[config.mk]
export PLATFORM = sky130hd
export DESIGN_NAME = hazard_unit
export DESIGN_NICKNAME = d
export VERILOG_FILES = /design/src/rtl/hazard_unit.sv
export SDC_FILE = /design/constraint.sdc
export NUM_CORES = 1
export LEC_CHECK = 0
export ABC_AREA = 1
export BUFFER_PORTS_ARGS = -buffer_cell sky130_fd_sc_hd__buf_2
export CELL_PAD_IN_SITES_DETAIL_PLACEMENT = 0
export CELL_PAD_IN_SITES_GLOBAL_PLACEMENT = 1
export CORE_MARGIN = 4
export CORE_UTILIZATION = 37
export DETAILED_ROUTE_END_ITERATION = 10
export GPL_ROUTABILITY_DRIVEN = 0
export PLACE_DENSITY = 0.79
export SLEW_MARGIN = 0
export SYNTH_ARGS = -nofsm -noshare
export SYNTH_HDL_FRONTEND = slang
export SYNTH_SLANG_ARGS = --single-unit
[constraint.sdc]
create_clock -name clk -period 2.15 [get_ports clk]
set_input_delay 0.215 -clock clk [delete_from_list [all_inputs] [get_ports clk]]
set_output_delay 0.215 -clock clk [all_outputs]
set_load 0.02 [all_outputs]
[src/rtl/hazard_unit.sv]
`default_nettype none
// =============================================================================
// Module   : hazard_unit
// Purpose  : Pipeline interlock beside the decode stage. Generates the PC,
//            IF/ID, control-unit and EX/MEM enables, the decode bubble and the
//            IF/ID flush. Also selects operand forwarding sources, waits on the
//            D-cache with a timeout, and counts stall cycles.
//
// Build option:
//   HAZARD_FORWARDING_EN  defined   -> EX/MEM forwarding; only load-use stalls
//                         undefined -> no forwarding; any RAW match stalls
//
// Parameters:
//   MEM_TIMEOUT  consecutive D-cache wait cycles before o_mem_err is raised
//   CNT_W        width of the stall-cycle counter
//
// Ports:
//   clk, reset           clock, asynchronous active-high reset
//   i_id_opcode/rs/rt    instruction currently in decode
//   i_ex_*               EX-stage regwrite / load / destination
//   i_mem_*              MEM-stage regwrite / load / store / destination
//   i_branch_taken       MEM-stage branch resolved taken
//   i_dcache_ready       D-cache completes the MEM access this cycle
//   o_pc_we, o_ifid_we, o_ctrl_we, o_exmem_we   pipeline enables
//   o_bubble             decode substitutes OP_STALL for the opcode
//   o_flush_ifid         clear IF/ID to OP_STALL
//   o_fwd_a, o_fwd_b     0 reg file, 1 from MEM, 2 from WB
//   o_mem_err            sticky D-cache timeout flag
//   o_stall_cnt          saturating count of cycles with PC held
//
// Revision : 1.0 - initial release
// =============================================================================
module hazard_unit #(
  parameter int MEM_TIMEOUT = 64,
  parameter int CNT_W       = 32
) (
  input  logic             clk,
  input  logic             reset,
  input  logic [5:0]       i_id_opcode,
  input  logic [4:0]       i_id_rs,
  input  logic [4:0]       i_id_rt,
  input  logic             i_ex_regwrite,
  input  logic             i_ex_memread,
  input  logic [4:0]       i_ex_rd,
  input  logic             i_mem_regwrite,
  input  logic             i_mem_memread,
  input  logic             i_mem_memwrite,
  input  logic [4:0]       i_mem_rd,
  input  logic             i_branch_taken,
  input  logic             i_dcache_ready,
  output logic             o_pc_we,
  output logic             o_ifid_we,
  output logic             o_ctrl_we,
  output logic             o_exmem_we,
  output logic             o_bubble,
  output logic             o_flush_ifid,
  output logic [1:0]       o_fwd_a,
  output logic [1:0]       o_fwd_b,
  output logic             o_mem_err,
  output logic [CNT_W-1:0] o_stall_cnt
);

  // Opcode map shared with the decode stage
  localparam logic [5:0] c_OP_RTYPE = 6'h00;
  localparam logic [5:0] c_OP_ADDI  = 6'h01;
  localparam logic [5:0] c_OP_ANDI  = 6'h02;
  localparam logic [5:0] c_OP_ORI   = 6'h03;
  localparam logic [5:0] c_OP_LDB   = 6'h04;
  localparam logic [5:0] c_OP_LDW   = 6'h05;
  localparam logic [5:0] c_OP_STB   = 6'h06;
  localparam logic [5:0] c_OP_STW   = 6'h07;
  localparam logic [5:0] c_OP_BEQ   = 6'h08;
  localparam logic [5:0] c_OP_BNE   = 6'h09;
  localparam logic [5:0] c_OP_JUMP  = 6'h0A;
  localparam logic [5:0] c_OP_LI    = 6'h0B;
  localparam logic [5:0] c_OP_LUI   = 6'h0C;
  localparam logic [5:0] c_OP_STALL = 6'h3F;

  localparam int                    c_WCNT_W  = $clog2(MEM_TIMEOUT + 1);
  localparam logic [c_WCNT_W-1:0]   c_TIMEOUT = c_WCNT_W'(MEM_TIMEOUT);
  localparam logic [c_WCNT_W-1:0]   c_WONE    = c_WCNT_W'(1);
  localparam logic [CNT_W-1:0]      c_CONE    = CNT_W'(1);

  typedef enum logic [1:0] {
    S_RUN     = 2'd0,
    S_MEMWAIT = 2'd1,
    S_ERROR   = 2'd2
  } state_t;

  state_t              r_state;
  state_t              w_state_next;
  logic [c_WCNT_W-1:0] r_wait_cnt;
  logic [c_WCNT_W-1:0] w_wait_next;
  logic                r_mem_err;
  logic [CNT_W-1:0]    r_stall_cnt;

  logic w_uses_rs, w_uses_rt;
  logic w_rs_ex, w_rt_ex, w_rs_mem, w_rt_mem;
  logic w_hazard, w_miss, w_flow, w_err_set;
  logic w_pc_we, w_ifid_we, w_ctrl_we, w_exmem_we, w_bubble, w_flush;
  logic [1:0] w_fwd_a, w_fwd_b;

  // ---------------------------------------------------------------------------
  // Operand usage; jumps, immediates loads, OP_STALL and unknown opcodes read
  // no source register.
  // ---------------------------------------------------------------------------
  always_comb begin
    w_uses_rs = 1'b0;
    w_uses_rt = 1'b0;
    case (i_id_opcode)
      c_OP_RTYPE, c_OP_STB, c_OP_STW, c_OP_BEQ, c_OP_BNE: begin
        w_uses_rs = 1'b1;
        w_uses_rt = 1'b1;
      end
      c_OP_ADDI, c_OP_ANDI, c_OP_ORI, c_OP_LDB, c_OP_LDW: w_uses_rs = 1'b1;
      c_OP_JUMP, c_OP_LI, c_OP_LUI, c_OP_STALL:             w_uses_rs = 1'b0;
      default:                                             w_uses_rs = 1'b0;
    endcase
  end

  // Register 0 is hard-wired, so it never matches
  assign w_rs_ex  = (i_id_rs != 5'd0) && (i_id_rs == i_ex_rd);
  assign w_rt_ex  = (i_id_rt != 5'd0) && (i_id_rt == i_ex_rd);
  assign w_rs_mem = (i_id_rs != 5'd0) && (i_id_rs == i_mem_rd);
  assign w_rt_mem = (i_id_rt != 5'd0) && (i_id_rt == i_mem_rd);

`ifdef HAZARD_FORWARDING_EN
  // Only a load in EX cannot be forwarded in time: one bubble
  assign w_hazard = i_ex_memread && ((w_uses_rs && w_rs_ex) || (w_uses_rt && w_rt_ex));

  // The younger (EX) producer holds the newest value, so it wins over MEM
  always_comb begin
    w_fwd_a = 2'd0;
    w_fwd_b = 2'd0;
    if (i_ex_regwrite && w_rs_ex)        w_fwd_a = 2'd1;
    else if (i_mem_regwrite && w_rs_mem) w_fwd_a = 2'd2;
    if (i_ex_regwrite && w_rt_ex)        w_fwd_b = 2'd1;
    else if (i_mem_regwrite && w_rt_mem) w_fwd_b = 2'd2;
  end
`else
  // Without forwarding every in-flight producer of a used source stalls
  assign w_hazard = (w_uses_rs && ((i_ex_regwrite && w_rs_ex) || (i_mem_regwrite && w_rs_mem)))
                 || (w_uses_rt && ((i_ex_regwrite && w_rt_ex) || (i_mem_regwrite && w_rt_mem)));
  assign w_fwd_a  = 2'd0;
  assign w_fwd_b  = 2'd0;

  // Load flag only matters when forwarding resolves the other RAW cases
  logic w_unused_ex_memread;
  assign w_unused_ex_memread = i_ex_memread;
`endif

  assign w_miss = (i_mem_memread || i_mem_memwrite) && !i_dcache_ready;

  // ---------------------------------------------------------------------------
  // Next state and enables. w_flow selects the normal branch/hazard/run rules,
  // used in RUN and on the cycle a pending D-cache access completes.
  // ---------------------------------------------------------------------------
  always_comb begin
    w_state_next = r_state;
    w_wait_next  = r_wait_cnt;
    w_err_set    = 1'b0;
    w_flow       = 1'b0;
    w_pc_we      = 1'b0;
    w_ifid_we    = 1'b0;
    w_ctrl_we    = 1'b0;
    w_exmem_we   = 1'b0;
    w_bubble     = 1'b0;
    w_flush      = 1'b0;

    case (r_state)
      S_RUN: begin
        if (w_miss) begin
          // The miss cycle itself is the first wait cycle
          w_wait_next = c_WONE;
          if (c_WONE >= c_TIMEOUT) begin
            w_err_set    = 1'b1;
            w_state_next = S_ERROR;
          end else begin
            w_state_next = S_MEMWAIT;
          end
        end else begin
          w_flow = 1'b1;
        end
      end
      S_MEMWAIT: begin
        if (!i_dcache_ready) begin
          w_wait_next = r_wait_cnt + c_WONE;
          if (w_wait_next >= c_TIMEOUT) begin
            w_err_set    = 1'b1;
            w_state_next = S_ERROR;
          end
        end else begin
          w_flow       = 1'b1;
          w_wait_next  = '0;
          w_state_next = S_RUN;
        end
      end
      S_ERROR: begin
        w_bubble = 1'b1;
      end
      default: begin
        w_bubble     = 1'b1;
        w_wait_next  = '0;
        w_state_next = S_RUN;
      end
    endcase

    if (w_flow) begin
      w_pc_we    = 1'b1;
      w_ifid_we  = 1'b1;
      w_ctrl_we  = 1'b1;
      w_exmem_we = 1'b1;
      if (i_branch_taken) begin
        // Wrong-path instruction in decode is squashed; fetch redirects
        w_bubble = 1'b1;
        w_flush  = 1'b1;
      end else if (w_hazard) begin
        w_pc_we   = 1'b0;
        w_ifid_we = 1'b0;
        w_bubble  = 1'b1;
      end
    end
  end

  always_ff @(posedge clk or posedge reset) begin
    if (reset) begin
      r_state     <= S_RUN;
      r_wait_cnt  <= '0;
      r_mem_err   <= 1'b0;
      r_stall_cnt <= '0;
    end else begin
      r_state    <= w_state_next;
      r_wait_cnt <= w_wait_next;
      if (w_err_set) begin
        r_mem_err <= 1'b1;
      end
      if (!w_pc_we && (r_stall_cnt != {CNT_W{1'b1}})) begin
        r_stall_cnt <= r_stall_cnt + c_CONE;
      end
    end
  end

  // Reset freezes the pipeline and bubbles decode regardless of state
  assign o_pc_we      = w_pc_we    && !reset;
  assign o_ifid_we    = w_ifid_we  && !reset;
  assign o_ctrl_we    = w_ctrl_we  && !reset;
  assign o_exmem_we   = w_exmem_we && !reset;
  assign o_bubble     = w_bubble   || reset;
  assign o_flush_ifid = w_flush    && !reset;
  assign o_fwd_a      = reset ? 2'd0 : w_fwd_a;
  assign o_fwd_b      = reset ? 2'd0 : w_fwd_b;
  assign o_mem_err    = r_mem_err;
  assign o_stall_cnt  = r_stall_cnt;

endmodule
`default_nettype wire

# Word level (Yosys, flattened, before mapping)
# Cells that the tools add are included.
[totals] output_inout_bits=43 reg_bits=42 in_bits=35
[op_classes] n_reduce_logical=32 order_cmp=1 add_sub_neg=2 n_bitwise=1 eq_ne=18 muxes=25
[ops] operator="$add A32 B1 Y32 const B" count=1
[ops] operator="$ne A32 B32 Y1 const B" count=1
[ops] operator="$eq A6 B3 Y1 const B" count=4
[ops] operator="$pmux W7 S3" count=1
[ops] operator="$eq A5 B5 Y1" count=4
[ops] operator="$mux W1" count=17
[ops] operator="$logic_and A1 B1 Y1" count=15
[ops] operator="$mux W7" count=2
[ops] operator="$eq A6 B2 Y1 const B" count=2
[ops] operator="$eq A6 B4 Y1 const B" count=2
[ops] operator="$reduce_bool A5 Y1" count=2
[ops] operator="$reduce_or A10 Y1" count=1
[ops] operator="$add A7 B1 Y7 const B" count=1
[ops] operator="$ge A7 B7 Y1 const B" count=1
[ops] operator="$eq A6 B1 Y1 const B" count=1
[ops] operator="$logic_not A6 Y1" count=1
[ops] operator="$mux W2" count=3
[ops] operator="$pmux W2 S3" count=1
[ops] operator="$logic_or A1 B1 Y1" count=5
[ops] operator="$reduce_or A5 Y1" count=1
[ops] operator="$logic_not A1 Y1" count=3
[ops] operator="$ne A3 B3 Y1 const B" count=1
[ops] operator="$reduce_and A3 Y1" count=1
[ops] operator="$eq A2 B1 Y1 const B" count=1
[ops] operator="7 further kinds" count=7

# Depth between registers and ports, before layout
[logic_depth] ltp_word=11 mapped_depth=15

# Worst setup path before layout
# OpenSTA, ideal clock, no wires.
[synth_path] path_type="reg2reg" start="register r_stall_cnt[1] (netlist: o_stall_cnt[1])" end="register r_stall_cnt[5] (netlist: o_stall_cnt[5])" path_slack_ns=0.188 stages_incl_launch_ff=13 required_time_ns=2.032 period_less_slack_ns=1.962 t_arrival_ns=1.844 path_cell_list="dfrtp_1 ha_1 nand2_1 inv_1 nand3_2 nor2_4 nand4_2 nor2_2 nand4_1 buf_2 buf_6 nand3_1 nand2_1"
[synth_via] elab_chain_len=2
[synth_rtl] element="start, declared" line_no="95" source="logic [CNT_W-1:0] r_stall_cnt;"
[synth_rtl] element="start signal, assigned" line_no="238" source="r_stall_cnt <= r_stall_cnt + c_CONE;"
[synth_rtl] element="branches (longest 2 deep; another with $add A32 B1 Y32)"
# Parallel ways; which one is timed is not known.
# A chain may end at the register's enable or synchronous reset.

# Worst setup path in the final report
[layout_path] start="register r_stall_cnt[0] (netlist: o_stall_cnt[0])" end="register r_stall_cnt[8] (netlist: o_stall_cnt[8])"
# Same word-level chain as after synthesis.

==> impl_metrics.json <==
{
  "status": "completed",
  "min_period_over_period": 0.9128,
  "tightest_slew_ns": 0.5409,
  "setup.worst_path.end_class": "flop",
  "worstPathArrival_ns": 2.16,
  "yosys.area.top_type_share": 0.3393,
  "clockBufferDepth": 2,
  "final-setup-viol-count": 0,
  "ctsRootBufferMaster": "clkbuf_8",
  "ys_warn_count": 0,
  "setup_tns_ns": 0,
  "insertion_delay_ns": 0.30,
  "grt_pass1_vias": 3017,
  "worstSetupPathType": "flop to flop",
  "vias": 3165,
  "synth_area_um2": 3098,
  "hpwl_um": 6523,
  "numCtsBuffers": 5,
  "startpoint": "o_stall_cnt[0]$_DFFE_PP0P_",
  "drt.antenna.violating_nets": 0,
  "pwr_density_cell_nw_per_um2": 548.7,
  "cts_setup_buffers": 0,
  "place_ws_ns": 0.1739,
  "rsz0062_at_grt": "no",
  "clock_sinks": 42,
  "finalHoldViolations": 0,
  "antennaDiodeCount": 0,
  "slew_violations": 0,
  "avgSynthCellArea_um2": 6.401,
  "top_level_ports": 78,
  "h-tree-depth": 2,
  "r2r-end": "o_stall_cnt[8]$_DFFE_PP0P_",
  "worst_slack_ns": 0.1874,
  "grt_usage": 0.1645,
  "cp_max_fo": 13,
  "grt_max_degree": 43,
  "fmax_mhz": 509.5,
  "startpoint_type": "flop",
  "drive_above_1_share": 0.1841,
  "initial_core_util": 0.3789,
  "ys_top_cells_by_area": "dfrtp_1, nand2_1, nand3_1",
  "fp.dieW_um": 99.51,
  "maxSlewHeadroom": 0.6394,
  "skew_ns": 0.01125,
  "io_buffers": 72,
  "grt_pass1_wl_um": 13640,
  "reg2reg_depth": 11,
  "synthToLayoutAreaGrowth_pct": 20.07,
  "power.leakage_nw": 2.120,
  "syn-instance-count": 484,
  "drc": 0,
  "coreArea_um2": 8175,
  "avgRoutedWirePerCell_um": 12.15,
  "overflow": 0,
  "synth_top_cell_by_area": "dfrtp_1",
  "die_y_um": 99.51,
  "r2r_slack_ns": 0.19,
  "max_cap_violations": 0,
  "vdd_drop_max_uv": 281.8,
  "clk_pin_slew_worst_paths_ns": 0.10,
  "via_per_inst": 4.724,
  "rows": 33,
  "hold_path_class": "primary input to async pin",
  "drt-initial-drc-count": 117,
  "yosysUniqueCellTypes": 30,
  "nets": 601,
  "r2r-start": "o_stall_cnt[0]$_DFFE_PP0P_",
  "nFillCells": 888,
  "cts_tree": "built",
  "finalCriticalPeriod_ns": 1.963,
  "endpoint": "o_stall_cnt[8]$_DFFE_PP0P_",
  "wirelength_um": 8142,
  "ys_ff_latch": 42,
  "dieArea_um2": 9901,
  "worst_ep_required_time_ns": 2.34,
  "ys_seq_area_frac": 0.3393,
  "dr.pass1.iters": 5,
  "antenna_found_initial": 0
}
-- final cells by class --
type	count	area [um^2]	area share
Multi-Input combinational cell	368	1738	0.4672
Sequential cell	42	1051	0.2825
Timing Repair Buffer	85	473.0	0.1271
Inverter	62	232.7	0.06256
Tap cell	105	131.4	0.03532
Clock buffer	5	68.82	0.01850
Clock inverter	3	25.02	0.006727
-- metrics by stage --
| stage | hold WS, ns | std cells | area (um^2) | total power [mW] | utilization |
|---|---|---|---|---|---|
| 2_1_floorplan | 0.3928 | 487 | 3109 | 1.301 | - |
| 3_3_place_gp | 0.4316 | 662 | 3592 | 1.498 | 0.4394 |
| 3_5_place_dp | 0.4442 | 662 | 3592 | 1.509 | 0.4394 |
| 4_1_cts | 0.1143 | 670 | 3686 | 2.052 | 0.4509 |
| 5_1_grt | 0.1618 | 670 | 3720 | 2.169 | 0.4550 |
| 6_report | 0.08390 | 670 | 3720 | 2.041 | 0.4550 |
-- worst min-delay path by stage --
stage	cells past startpoint	endpoint	slack (ns)	from
CTS	3	o_mem_err$_DFFE_PP0P_	0.11	reset
global placement	3	o_mem_err$_DFFE_PP0P_	0.43	reset
detailed placement	3	o_mem_err$_DFFE_PP0P_	0.44	reset
global route	3	r_wait_cnt[1]$_DFFE_PP0P_	0.16	reset
finish	3	o_mem_err$_DFFE_PP0P_	0.08	reset
floorplan	3	r_state[0]$_DFFE_PP0P_	0.39	i_dcache_ready
-- Yosys cell counts --
master,n
nand2_1,186
inv_1,62
nand3_1,49
nor2_1,44
dfrtp_1,42
nor3_1,18
xor2_1,18
nand4_1,10
xnor2_1,9
a21oi_1,6
buf_4,6
o21ai_0,5
buf_2,4
buf_6,3
a211oi_1,2
ha_1,2
nor2_2,2
nor4_1,2
o22ai_1,2
or2_2,2
a31oi_1,1
buf_1,1
clkbuf_1,1
conb_1,1
nand2_2,1
nand3_2,1
nand4_2,1
nor2_4,1
o21a_1,1
o31ai_1,1
-- flip-flops by register name, summed over array words and instances (netlist names) --
name	count
o_stall_cnt	32
r_wait_cnt	7
r_state	2
o_mem_err	1
-- cell families after synthesis --
group / Yosys count / share of synthesized area
adder cells (fa/ha/maj): 2 / 0.008076
AND/OR/NAND/NOR: 317 / 0.4322
flip-flops: 42 / 0.3393
other: 1 / 0.001210
AO/OA/AOI/OAI: 18 / 0.03352
XOR/XNOR: 27 / 0.07633
buffers and inverters: 77 / 0.1094
-- worst max-delay path, stage by stage (launching register included) --
cell and delay (ns):
dfrtp_1 0.37, ha_2 0.20, nand2_1 0.07, inv_1 0.12
nand3_2 0.10, nor2_4 0.14, nand4_4 0.12, nor2_2 0.12
nand4_1 0.18, buf_4 0.27, nand3_1 0.11, nand2_1 0.06
-- repair_timing --
item                       4_1_cts  5_1_grt
setup endpoints to repair        0       27
hold buffers                     0        0
resized for setup                0        8
-- power breakdown --
| part | internal [mW] | switching [mW] |
|---|---|---|
| registers | 0.854 | 0.0649 |
| clock network | 0.235 | 0.313 |
| logic | 0.212 | 0.362 |
| total | 1.30 | 0.739 |
-- per-layer routing --
layer | share of wire | routed length (um) | vias to the layer above | GRT usage
met3 | 0.055 | 450 | 7 | 0.02945
li1 | - | - | 1658 | -
met5 | 0 | 0 | - | 0
met1 | 0.46 | 3748 | 1420 | 0.2123
met4 | 0.0087 | 71 | 0 | 0.03151
met2 | 0.48 | 3872 | 80 | 0.2898
-- layout by cell type, fill, tap and decap left out, types with 4 or more instances in the layout --
cell type | Yosys | routed
xor2_1 | 18 | 18
buf_2 | 4 | 72
clkbuf_8 | 0 | 5
inv_1 | 62 | 62
nand4_1 | 10 | 10
conb_1 | 1 | 4
xnor2_1 | 9 | 9
a21oi_1 | 6 | 6
nand2_1 | 186 | 185
nor2_1 | 44 | 44
nand3_1 | 49 | 49
dfrtp_1 | 42 | 42
buf_4 | 6 | 10
o21ai_0 | 5 | 5
nor3_1 | 18 | 17
Power figures use the tool's default switching activity.
